## src/rtl/mm_axi_pkg.sv

```systemverilog
// Shared types for the mem-request <-> AXI4-Lite bridges: response codes,
// master FSM states and the latched request record.
package mm_axi_pkg;

    localparam logic [1:0] RESP_OKAY   = 2'b00;
    localparam logic [1:0] RESP_EXOKAY = 2'b01;
    localparam logic [1:0] RESP_SLVERR = 2'b10;
    localparam logic [1:0] RESP_DECERR = 2'b11;

    // Request addresses are held zero-extended so one record fits any ADDR_WIDTH.
    localparam int MAX_ADDR_WIDTH = 64;
    localparam int REQ_DATA_WIDTH = 32;

    typedef enum logic [2:0] {
        ST_IDLE         = 3'd0,
        ST_WR_ADDR_DATA = 3'd1,
        ST_WR_RESP      = 3'd2,
        ST_RD_ADDR      = 3'd3,
        ST_RD_DATA      = 3'd4
    } state_t;

    typedef struct packed {
        logic [MAX_ADDR_WIDTH-1:0]   addr;
        logic                        we;
        logic [REQ_DATA_WIDTH-1:0]   wdata;
        logic [REQ_DATA_WIDTH/8-1:0] strb;
    } mem_req_t;

endpackage

```

## src/rtl/mem_to_axi_lite_master_if.sv

```systemverilog
// AXI4-Lite bus between the mem-request master bridge and an AXI slave.
interface mem_to_axi_lite_master_if #(
    parameter int ADDR_WIDTH = 32,
    parameter int DATA_WIDTH = 32
);
    localparam int STRB_WIDTH = DATA_WIDTH / 8;

    logic [ADDR_WIDTH-1:0] awaddr;
    logic [2:0]            awprot;
    logic                  awvalid;
    logic                  awready;
    logic [DATA_WIDTH-1:0] wdata;
    logic [STRB_WIDTH-1:0] wstrb;
    logic                  wvalid;
    logic                  wready;
    logic [1:0]            bresp;
    logic                  bvalid;
    logic                  bready;
    logic [ADDR_WIDTH-1:0] araddr;
    logic [2:0]            arprot;
    logic                  arvalid;
    logic                  arready;
    logic [DATA_WIDTH-1:0] rdata;
    logic [1:0]            rresp;
    logic                  rvalid;
    logic                  rready;

    modport master (
        output awaddr, awprot, awvalid, input awready,
        output wdata, wstrb, wvalid, input wready,
        input bresp, bvalid, output bready,
        output araddr, arprot, arvalid, input arready,
        input rdata, rresp, rvalid, output rready
    );

    modport slave (
        input awaddr, awprot, awvalid, output awready,
        input wdata, wstrb, wvalid, output wready,
        output bresp, bvalid, input bready,
        input araddr, arprot, arvalid, output arready,
        output rdata, rresp, rvalid, input rready
    );
endinterface

```

## src/rtl/mem_to_axi_lite_master.sv

```systemverilog
// Turns single-word mem requests into AXI4-Lite master transactions, one outstanding.
// Optional MEM2AXI_HIDE_STRB_EN: all-zero-strobe writes complete locally without AXI traffic.
module mem_to_axi_lite_master
    import mm_axi_pkg::*;
#(
    parameter int ADDR_WIDTH = 32,
    parameter int DATA_WIDTH = 32
) (
    input  logic                    clk,
    input  logic                    rst_n,
    input  logic                    mem_req_i,
    output logic                    mem_gnt_o,
    input  logic [ADDR_WIDTH-1:0]   mem_addr_i,
    input  logic                    mem_we_i,
    input  logic [DATA_WIDTH-1:0]   mem_wdata_i,
    input  logic [DATA_WIDTH/8-1:0] mem_strb_i,
    output logic                    mem_rvalid_o,
    output logic [DATA_WIDTH-1:0]   mem_rdata_o,
    output logic                    mem_err_o,
    mem_to_axi_lite_master_if.master m
);
    localparam int STRB_WIDTH = DATA_WIDTH / 8;

    if (DATA_WIDTH != 32) begin : g_bad_data_width
        $error("mem_to_axi_lite_master: DATA_WIDTH must be 32");
    end
    if (ADDR_WIDTH > MAX_ADDR_WIDTH) begin : g_bad_addr_width
        $error("mem_to_axi_lite_master: ADDR_WIDTH too large");
    end

    state_t   state;
    mem_req_t req_q;
    logic     aw_done, w_done;
    logic     aw_hs, w_hs, b_hs, ar_hs, r_hs;
    logic     local_done;
    logic [MAX_ADDR_WIDTH-1:0] addr_ext;
    logic     unused_bits;

    assign mem_gnt_o = rst_n && (state == ST_IDLE) && mem_req_i;
    assign addr_ext  = MAX_ADDR_WIDTH'(mem_addr_i);

`ifdef MEM2AXI_HIDE_STRB_EN
    assign local_done = mem_we_i && (mem_strb_i == '0);
`else
    assign local_done = 1'b0;
`endif

    assign m.awaddr  = req_q.addr[ADDR_WIDTH-1:0];
    assign m.awprot  = 3'b000;
    assign m.awvalid = (state == ST_WR_ADDR_DATA) && !aw_done;
    assign m.wdata   = req_q.wdata;
    assign m.wstrb   = req_q.strb[STRB_WIDTH-1:0];
    assign m.wvalid  = (state == ST_WR_ADDR_DATA) && !w_done;
    assign m.bready  = (state == ST_WR_RESP);
    assign m.araddr  = req_q.addr[ADDR_WIDTH-1:0];
    assign m.arprot  = 3'b000;
    assign m.arvalid = (state == ST_RD_ADDR);
    assign m.rready  = (state == ST_RD_DATA);

    assign aw_hs = m.awvalid && m.awready;
    assign w_hs  = m.wvalid  && m.wready;
    assign b_hs  = m.bvalid  && m.bready;
    assign ar_hs = m.arvalid && m.arready;
    assign r_hs  = m.rvalid  && m.rready;

    assign unused_bits = ^{m.bresp[0], m.rresp[0], req_q.we, req_q.addr};

    // Request FSM; AW and W retire independently, completion is a one-cycle pulse.
    always_ff @(posedge clk or negedge rst_n) begin
        if (!rst_n) begin
            state        <= ST_IDLE;
            req_q        <= '0;
            aw_done      <= 1'b0;
            w_done       <= 1'b0;
            mem_rvalid_o <= 1'b0;
            mem_rdata_o  <= '0;
            mem_err_o    <= 1'b0;
        end else begin
            mem_rvalid_o <= 1'b0;
            case (state)
                ST_IDLE: begin
                    if (mem_gnt_o) begin
                        req_q <= '{addr: addr_ext, we: mem_we_i,
                                   wdata: mem_wdata_i, strb: mem_strb_i};
                        if (local_done) begin
                            mem_rvalid_o <= 1'b1;
                            mem_err_o    <= 1'b0;
                        end else if (mem_we_i) begin
                            state <= ST_WR_ADDR_DATA;
                        end else begin
                            state <= ST_RD_ADDR;
                        end
                    end
                end
                ST_WR_ADDR_DATA: begin
                    if ((aw_done || aw_hs) && (w_done || w_hs)) begin
                        state   <= ST_WR_RESP;
                        aw_done <= 1'b0;
                        w_done  <= 1'b0;
                    end else begin
                        aw_done <= aw_done || aw_hs;
                        w_done  <= w_done || w_hs;
                    end
                end
                ST_WR_RESP: begin
                    if (b_hs) begin
                        state        <= ST_IDLE;
                        mem_rvalid_o <= 1'b1;
                        mem_err_o    <= m.bresp[1];
                    end
                end
                ST_RD_ADDR: begin
                    if (ar_hs) state <= ST_RD_DATA;
                end
                ST_RD_DATA: begin
                    if (r_hs) begin
                        state        <= ST_IDLE;
                        mem_rvalid_o <= 1'b1;
                        mem_rdata_o  <= m.rdata;
                        mem_err_o    <= m.rresp[1];
                    end
                end
                default: state <= ST_IDLE;
            endcase
        end
    end

    // A response outside its wait state means the slave broke the protocol.
    a_b_in_state: assert property (@(posedge clk) disable iff (!rst_n)
        m.bvalid |-> state == ST_WR_RESP);
    a_r_in_state: assert property (@(posedge clk) disable iff (!rst_n)
        m.rvalid |-> state == ST_RD_DATA);

endmodule

```

## src/flat_wrapper.sv

```systemverilog
// flat-port wrapper written by rule: the top's interface ports become plain ports
module mem_to_axi_lite_master_flat import mm_axi_pkg::*;
#(
    parameter int ADDR_WIDTH = 32,
    parameter int DATA_WIDTH = 32
)
  (clk, rst_n, mem_req_i, mem_gnt_o, mem_addr_i, mem_we_i, mem_wdata_i, mem_strb_i, mem_rvalid_o, mem_rdata_o, mem_err_o, m_awaddr, m_awprot, m_awvalid, m_awready, m_wdata, m_wstrb, m_wvalid, m_wready, m_bresp, m_bvalid, m_bready, m_araddr, m_arprot, m_arvalid, m_arready, m_rdata, m_rresp, m_rvalid, m_rready);
  mem_to_axi_lite_master_if #(.ADDR_WIDTH(ADDR_WIDTH), .DATA_WIDTH(DATA_WIDTH)) m_i ();
  input  logic clk;
  input  logic rst_n;
  input  logic mem_req_i;
  output logic mem_gnt_o;
  input  logic [ADDR_WIDTH-1:0] mem_addr_i;
  input  logic mem_we_i;
  input  logic [DATA_WIDTH-1:0] mem_wdata_i;
  input  logic [DATA_WIDTH/8-1:0] mem_strb_i;
  output logic mem_rvalid_o;
  output logic [DATA_WIDTH-1:0] mem_rdata_o;
  output logic mem_err_o;
  output wire logic [$bits(m_i.awaddr)-1:0] m_awaddr;
  output wire logic [$bits(m_i.awprot)-1:0] m_awprot;
  output wire logic [$bits(m_i.awvalid)-1:0] m_awvalid;
  input wire logic [$bits(m_i.awready)-1:0] m_awready;
  output wire logic [$bits(m_i.wdata)-1:0] m_wdata;
  output wire logic [$bits(m_i.wstrb)-1:0] m_wstrb;
  output wire logic [$bits(m_i.wvalid)-1:0] m_wvalid;
  input wire logic [$bits(m_i.wready)-1:0] m_wready;
  input wire logic [$bits(m_i.bresp)-1:0] m_bresp;
  input wire logic [$bits(m_i.bvalid)-1:0] m_bvalid;
  output wire logic [$bits(m_i.bready)-1:0] m_bready;
  output wire logic [$bits(m_i.araddr)-1:0] m_araddr;
  output wire logic [$bits(m_i.arprot)-1:0] m_arprot;
  output wire logic [$bits(m_i.arvalid)-1:0] m_arvalid;
  input wire logic [$bits(m_i.arready)-1:0] m_arready;
  input wire logic [$bits(m_i.rdata)-1:0] m_rdata;
  input wire logic [$bits(m_i.rresp)-1:0] m_rresp;
  input wire logic [$bits(m_i.rvalid)-1:0] m_rvalid;
  output wire logic [$bits(m_i.rready)-1:0] m_rready;
  assign m_awaddr = m_i.awaddr;
  assign m_awprot = m_i.awprot;
  assign m_awvalid = m_i.awvalid;
  assign m_i.awready = m_awready;
  assign m_wdata = m_i.wdata;
  assign m_wstrb = m_i.wstrb;
  assign m_wvalid = m_i.wvalid;
  assign m_i.wready = m_wready;
  assign m_i.bresp = m_bresp;
  assign m_i.bvalid = m_bvalid;
  assign m_bready = m_i.bready;
  assign m_araddr = m_i.araddr;
  assign m_arprot = m_i.arprot;
  assign m_arvalid = m_i.arvalid;
  assign m_i.arready = m_arready;
  assign m_i.rdata = m_rdata;
  assign m_i.rresp = m_rresp;
  assign m_i.rvalid = m_rvalid;
  assign m_rready = m_i.rready;
  mem_to_axi_lite_master #(.ADDR_WIDTH(ADDR_WIDTH), .DATA_WIDTH(DATA_WIDTH)) u_core (.clk(clk), .rst_n(rst_n), .mem_req_i(mem_req_i), .mem_gnt_o(mem_gnt_o), .mem_addr_i(mem_addr_i), .mem_we_i(mem_we_i), .mem_wdata_i(mem_wdata_i), .mem_strb_i(mem_strb_i), .mem_rvalid_o(mem_rvalid_o), .mem_rdata_o(mem_rdata_o), .mem_err_o(mem_err_o), .m(m_i));
endmodule
```

## config.mk

```make
export PLATFORM = sky130hd
export DESIGN_NAME = mem_to_axi_lite_master_flat
export DESIGN_NICKNAME = d
export VERILOG_FILES = /design/src/rtl/mm_axi_pkg.sv /design/src/rtl/mem_to_axi_lite_master_if.sv /design/src/rtl/mem_to_axi_lite_master.sv /design/src/flat_wrapper.sv
export SDC_FILE = /design/constraint.sdc
export NUM_CORES = 1
export LEC_CHECK = 0
export CORE_MARGIN = 2
export CORE_UTILIZATION = 38
export CTS_CLUSTER_DIAMETER = 120
export DETAILED_ROUTE_END_ITERATION = 8
export PLACE_DENSITY = 0.81
export SYNTH_ARGS = -nofsm -noshare
export SYNTH_HDL_FRONTEND = slang
export SYNTH_SLANG_ARGS = --single-unit
```

## constraint.sdc

```tcl
create_clock -name clk -period 2 [get_ports clk]
set_clock_uncertainty 0.2 [all_clocks]
set_input_delay 0.4 -clock clk [delete_from_list [all_inputs] [get_ports clk]]
set_output_delay 0.4 -clock clk [all_outputs]
set_load 0.01 [all_outputs]
```

==> flow_summary.ini, run 1 <==
[run_status]
status = complete, no violations

[final_layout]
antenna_cells = 0
drive_gt1_frac = 0.2705
area_growth_pct = 63.19
final_common_cell = clkdlybuf4s50_1
layout_common_cells = clkdlybuf4s50_1, dfrtp_1, mux2_2, buf_4
final_nets = 645

[timing]
fin_ws_ps = 13.24
final_hold_viol_count = 0
setup_tns_ps = 0
slew_headroom = 0.5457
final_max_slew_viol_count = 0
rsz0062_at_grt = yes
fin_crit_ps = 1987
setup_viol = 0
fin_crit_sh = 0.9934
tightest_slew_ps = 681.4
fmax_mhz = 503.3

[min_path]
min_path_type = in -> async

[power]
leakagePower_nw = 3.046
ir_drop_v = 0.0008158
power.density_nw_per_um2 = 1541

[die]
start_util = 0.3893
num_rows = 39
die_w_um = 112.2
io_pins = 259
core-area_sq_um = 11420
die-area_sq_um = 12580
die_height_um = 112.2

[routing]
drt-pass1-iter-count = 4
vias = 3161
final_antenna_net_count = 0
first_iter_violations = 63
wirelength_um = 11200
route.detailed.drc = 0
viasPerCell = 4.655
routedWlPerCell_um = 16.49

[critical_path]
cp.depth = 4
cp.required_ps = 1400
r2r_cells = 5
regToRegStartpoint = u_core.state[1]
cp_num_buf_inv = 1
crit_type = reg -> out
cp_max_fo = 6
regToRegSetupSlack_ps = 70
cp.arrival_ps = 1390
cp-end-kind = primary output
critPathLaunchType = flip-flop
reg2reg_to = u_core.m.wdata[24]
cp_slowest_stage_delay_ps = 470
cp_slowest_cell = dfrtp_2
path_delay_family = flip-flops
crit_chain = nor2_2 -> nand2_2 -> nor2_1 -> clkdlybuf4s15_2

[clocking]
clock_sinks = 107
path_clk_slew_ps = 70
cts_buffers = 9
cts_hold_buf = 0
htreeDepth = 3
worstSkewPairLatency_ps = 330
cts_max_path_buffers = 2
ctsRootBufferMaster = clkbuf_16
tritoncts = yes

[synthesis]
muxShareOfSynthArea = 0.2609
yosys.area_share.adder = 0
synth_top_family_by_area = multiplexers
synth.ff_latch_count = 107
yosysSeqAreaShare = 0.6023
ys_types = 22
synthXorXnorAreaFrac = 0
synth_area_per_cell_sq_um = 14.97
synthCells = 297
ys_warn_count = 0
yosys.area_share.simple = 0.03349
synth_area_sq_um = 4446
synth_compound_area_frac = 0.01098

[grt]
track_usage = 0.1743
grt_pass1_vias = 3455
grt_pass1_wl_um = 17510
grt.overflow.total = 0
antenna_found_initial = 0
grt_max_degree = 57

[place]
gp_congestion = 0.7855
io_buffers = 250
hpwl_um = 8674
dp_worst_setup_slack_ps = -342.8

[job]
cap_violations = 0
## report_power, final
part / switching [mW] / total, mW / leakage (nW) / internal (mW)
clock: 0.739 / 1.77 / 0.144 / 1.03
sequential: 0.686 / 3.93 / 1.30 / 3.25
combinational: 1.94 / 5.48 / 1.61 / 3.54
## how the worst max path moves through the flow
stage                                from                   to  slack, ps
after CTS                 u_core.state[2]            m_arvalid          7
after detailed placement        mem_req_i            mem_gnt_o       -340
after floorplan           u_core.state[2]  u_core.m.araddr[31]        250
after global placement          mem_req_i            mem_gnt_o       -320
after global routing      u_core.state[1]             m_wvalid        -50
final                     u_core.state[1]             m_wvalid         10
## repair_timing
| action | 4_1_cts | 5_1_grt |
|---|---|---|
| pin swaps | 0 | 2 |
| cloned | 0 | 1 |
| setup buffers | 1 | 0 |
| resized for setup | 16 | 12 |
| endpoints found under the setup margin | 6 | 36 |
## sequential cells by signal (all words and copies together) (netlist names)
| name | flops |
|---|---|
| u_core.aw_done | 1 |
| u_core.m.araddr | 32 |
| u_core.m.wdata | 32 |
| u_core.m.wstrb | 4 |
| u_core.mem_err_o | 1 |
| u_core.mem_rdata_o | 32 |
| u_core.mem_rvalid_o | 1 |
| u_core.state | 3 |
| u_core.w_done | 1 |
## metal layers
| metal | vias to the layer above | track usage | wire (um) | part of all wire |
|---|---|---|---|---|
| li1 | 1443 | - | - | - |
| met1 | 1544 | 0.1932 | 4184 | 0.37 |
| met2 | 159 | 0.3133 | 5865 | 0.52 |
| met3 | 15 | 0.06263 | 958 | 0.086 |
| met4 | 0 | 0.05366 | 190 | 0.017 |
| met5 | - | 0 | 0 | 0 |
## cells by family (layout without fill, tap and decap cells)
family / Yosys count / count (layout)
muxes: 103 / 103
buffers and inverters: 53 / 287
other: 1 / 6
DFF: 107 / 107
AOI/OAI and AO/OA: 7 / 7
and+or+nand+nor: 26 / 26
## synthesized netlist by cell type (all sizes together)
library cell / instances / share of area
dfrtp: 107 / 0.60
mux2: 103 / 0.26
buf: 50 / 0.089
nor2: 13 / 0.011
nand2: 5 / 0.0042
inv: 3 / 0.0025
nor3: 3 / 0.0084
a21oi: 2 / 0.0023
nand2b: 2 / 0.0028
o311ai: 2 / 0.0039
a21boi: 1 / 0.0017
conb: 1 / 0.00084
nand3: 1 / 0.0011
nand3b: 1 / 0.0045
nor2b: 1 / 0.0014
o21ai: 1 / 0.0011
o22a: 1 / 0.0020
## stage by stage
step                utilization  std cells  total power [mW]  hold WS (ps)  cell area (sq um)
floorplan                     -        302             6.402        -95.59               4464
global placement         0.6043        662             9.261         269.9               6900
finish                   0.6353        679             11.18         28.23               7254
global route             0.6353        679             11.80         78.11               7254
detailed placement       0.6043        662             9.453         286.6               6900
CTS                      0.6314        678             11.27         49.95               7209
## final cells by class
type,count,area (sq um)
clock inverter,4,50.05
sequential,107,2680
clock buffer,11,252.7
multi-input combinational,142,1398
inverter,3,11.26
tap,143,178.9
fill,905,4164
timing repair buffer,269,2684
Power figures use the tool's default switching activity.
==> run 2, diff against run 1 <==
SKIP_CTS_REPAIR_TIMING = 1   (was not set)
==> flow_summary.ini, run 2 (same netlist as run 1, synthesis figures left out) <==
[timing]
tightest_slew_ps = 682.7
fmax_mhz = 508.7
hold-worst-slack_ps = 24.33
fin_ws_ps = 34.02
final_hold_viol_count = 0
fin_crit_sh = 0.9830
final_max_slew_viol_count = 0
rsz0062_at_grt = yes
slew_headroom = 0.5449
setup_viol = 0
fin_crit_ps = 1966

[final_layout]
drive_gt1_frac = 0.2523
final_common_cell = clkdlybuf4s50_1
stdcell_count = 678
layout_common_cells = clkdlybuf4s50_1, dfrtp_1, mux2_2, buf_4, nor2_1
final_util = 0.6354
antenna_cells = 0
area_growth_pct = 63.21
final_nets = 644

[clocking]
worstSkewPairLatency_ps = 330
path_clk_slew_ps = 70
htreeDepth = 3
ctsRootBufferMaster = clkbuf_16
clock_sinks = 107
cts_max_path_buffers = 2
cts_buffers = 9
tritoncts = yes

[critical_path]
cp_slowest_cell = dfrtp_2
cp.arrival_ps = 1370
cp.required_ps = 1400
regToRegStartpoint = u_core.state[1]
cp-end-kind = primary output
crit_chain = buf_4 -> nor3_4 -> buf_2
cp_max_fo = 6
r2r_cells = 4
crit_end = mem_gnt_o
cp_slowest_stage_delay_ps = 470
regToRegSetupSlack_ps = 70
crit_type = reg -> out
reg2reg_to = u_core.m.araddr[15]
critPathLaunchType = flip-flop
startpoint = u_core.state[1]

[die]
die_w_um = 112.2
io_pins = 259
die_height_um = 112.2
core-area_sq_um = 11420
die-area_sq_um = 12580
num_rows = 39
start_util = 0.3893

[power]
p_sw_mw = 3.353
ir_drop_v = 0.0008163
power.density_nw_per_um2 = 1538
power.total_mw = 11.16
power_frac_seq = 0.352
p_comb_frac = 0.489
leakagePower_nw = 3.123
switching_share = 0.3005
p_int_mw = 7.806
pwr-share-clk = 0.159

[place]
hpwl_um = 8674
io_buffers = 250
placed_cells = 662
gp_congestion = 0.7855
dp_worst_setup_slack_ps = -342.8

[min_path]
min_path_type = in -> async

[grt]
grt.overflow.total = 0
track_usage = 0.1737
antenna_found_initial = 0
grt_pass1_wl_um = 17460
grt_pass1_vias = 3447
grt_max_degree = 57

[routing]
vias = 3175
first_iter_violations = 82
drt-pass1-iter-count = 4
wirelength_um = 11180
route.detailed.drc = 0
final_antenna_net_count = 0
routedWlPerCell_um = 16.49
viasPerCell = 4.683

[run_status]
status = complete, no violations

[job]
cap_violations = 0
-- run 2: critical path, delay by kind of cell (launching register included) --
kind | cells | cell delay (ps)
AND/OR/NAND/NOR | 1 | 220
buffers and inverters | 2 | 350
flip-flops | 1 | 470
-- run 2: per-layer routing --
metal	global-route usage	up-vias	wire, um
li1	-	1442	-
met1	0.1932	1554	4199
met2	0.3112	164	5825
met3	0.06263	15	960
met4	0.05366	0	195
met5	0	-	0
-- run 2: metrics by stage --
stage | instance area, sq um | TNS (ps)
after CTS | 7203 | -1927
after global routing | 7256 | -36.99
final | 7256 | 0
after global placement | 6900 | -19100
after detailed placement | 6900 | -22000
after floorplan | 4464 | 0
-- run 2: layout make-up --
class                   instances  area, sq um
fillers                       901         4163
repair buffers                268         2696
flip-flops and latches        107         2679
multi-input cells             142         1388
clock buffers                  11        252.7
well taps                     143        178.9
clock inverters                 4        50.05
inverters                       3        11.26
-- run 2: power by group through the flow --
stage / Clock (mW) / Combinational, mW / Sequential (mW)
6_report: 1.77 / 5.46 / 3.93
5_1_grt: 1.92 / 5.77 / 4.08
4_1_cts: 1.83 / 5.51 / 3.94
3_5_place_dp: 0 / 5.49 / 3.97
3_3_place_gp: 0 / 5.38 / 3.88
2_1_floorplan: 0 / 2.06 / 4.34
-- run 2: worst min path at each step --
stage | cells after the start | endpoint | slack, ps | start
6_report | 2 | u_core.mem_rdata_o[25] | 20 | rst_n
2_1_floorplan | 0 | u_core.aw_done | -100 | rst_n
3_3_place_gp | 1 | u_core.m.wdata[28] | 270 | u_core.m.wdata[28]
5_1_grt | 2 | u_core.mem_rdata_o[25] | 80 | rst_n
4_1_cts | 2 | u_core.mem_rdata_o[25] | 50 | rst_n
3_5_place_dp | 1 | u_core.mem_rdata_o[30] | 290 | u_core.mem_rdata_o[30]
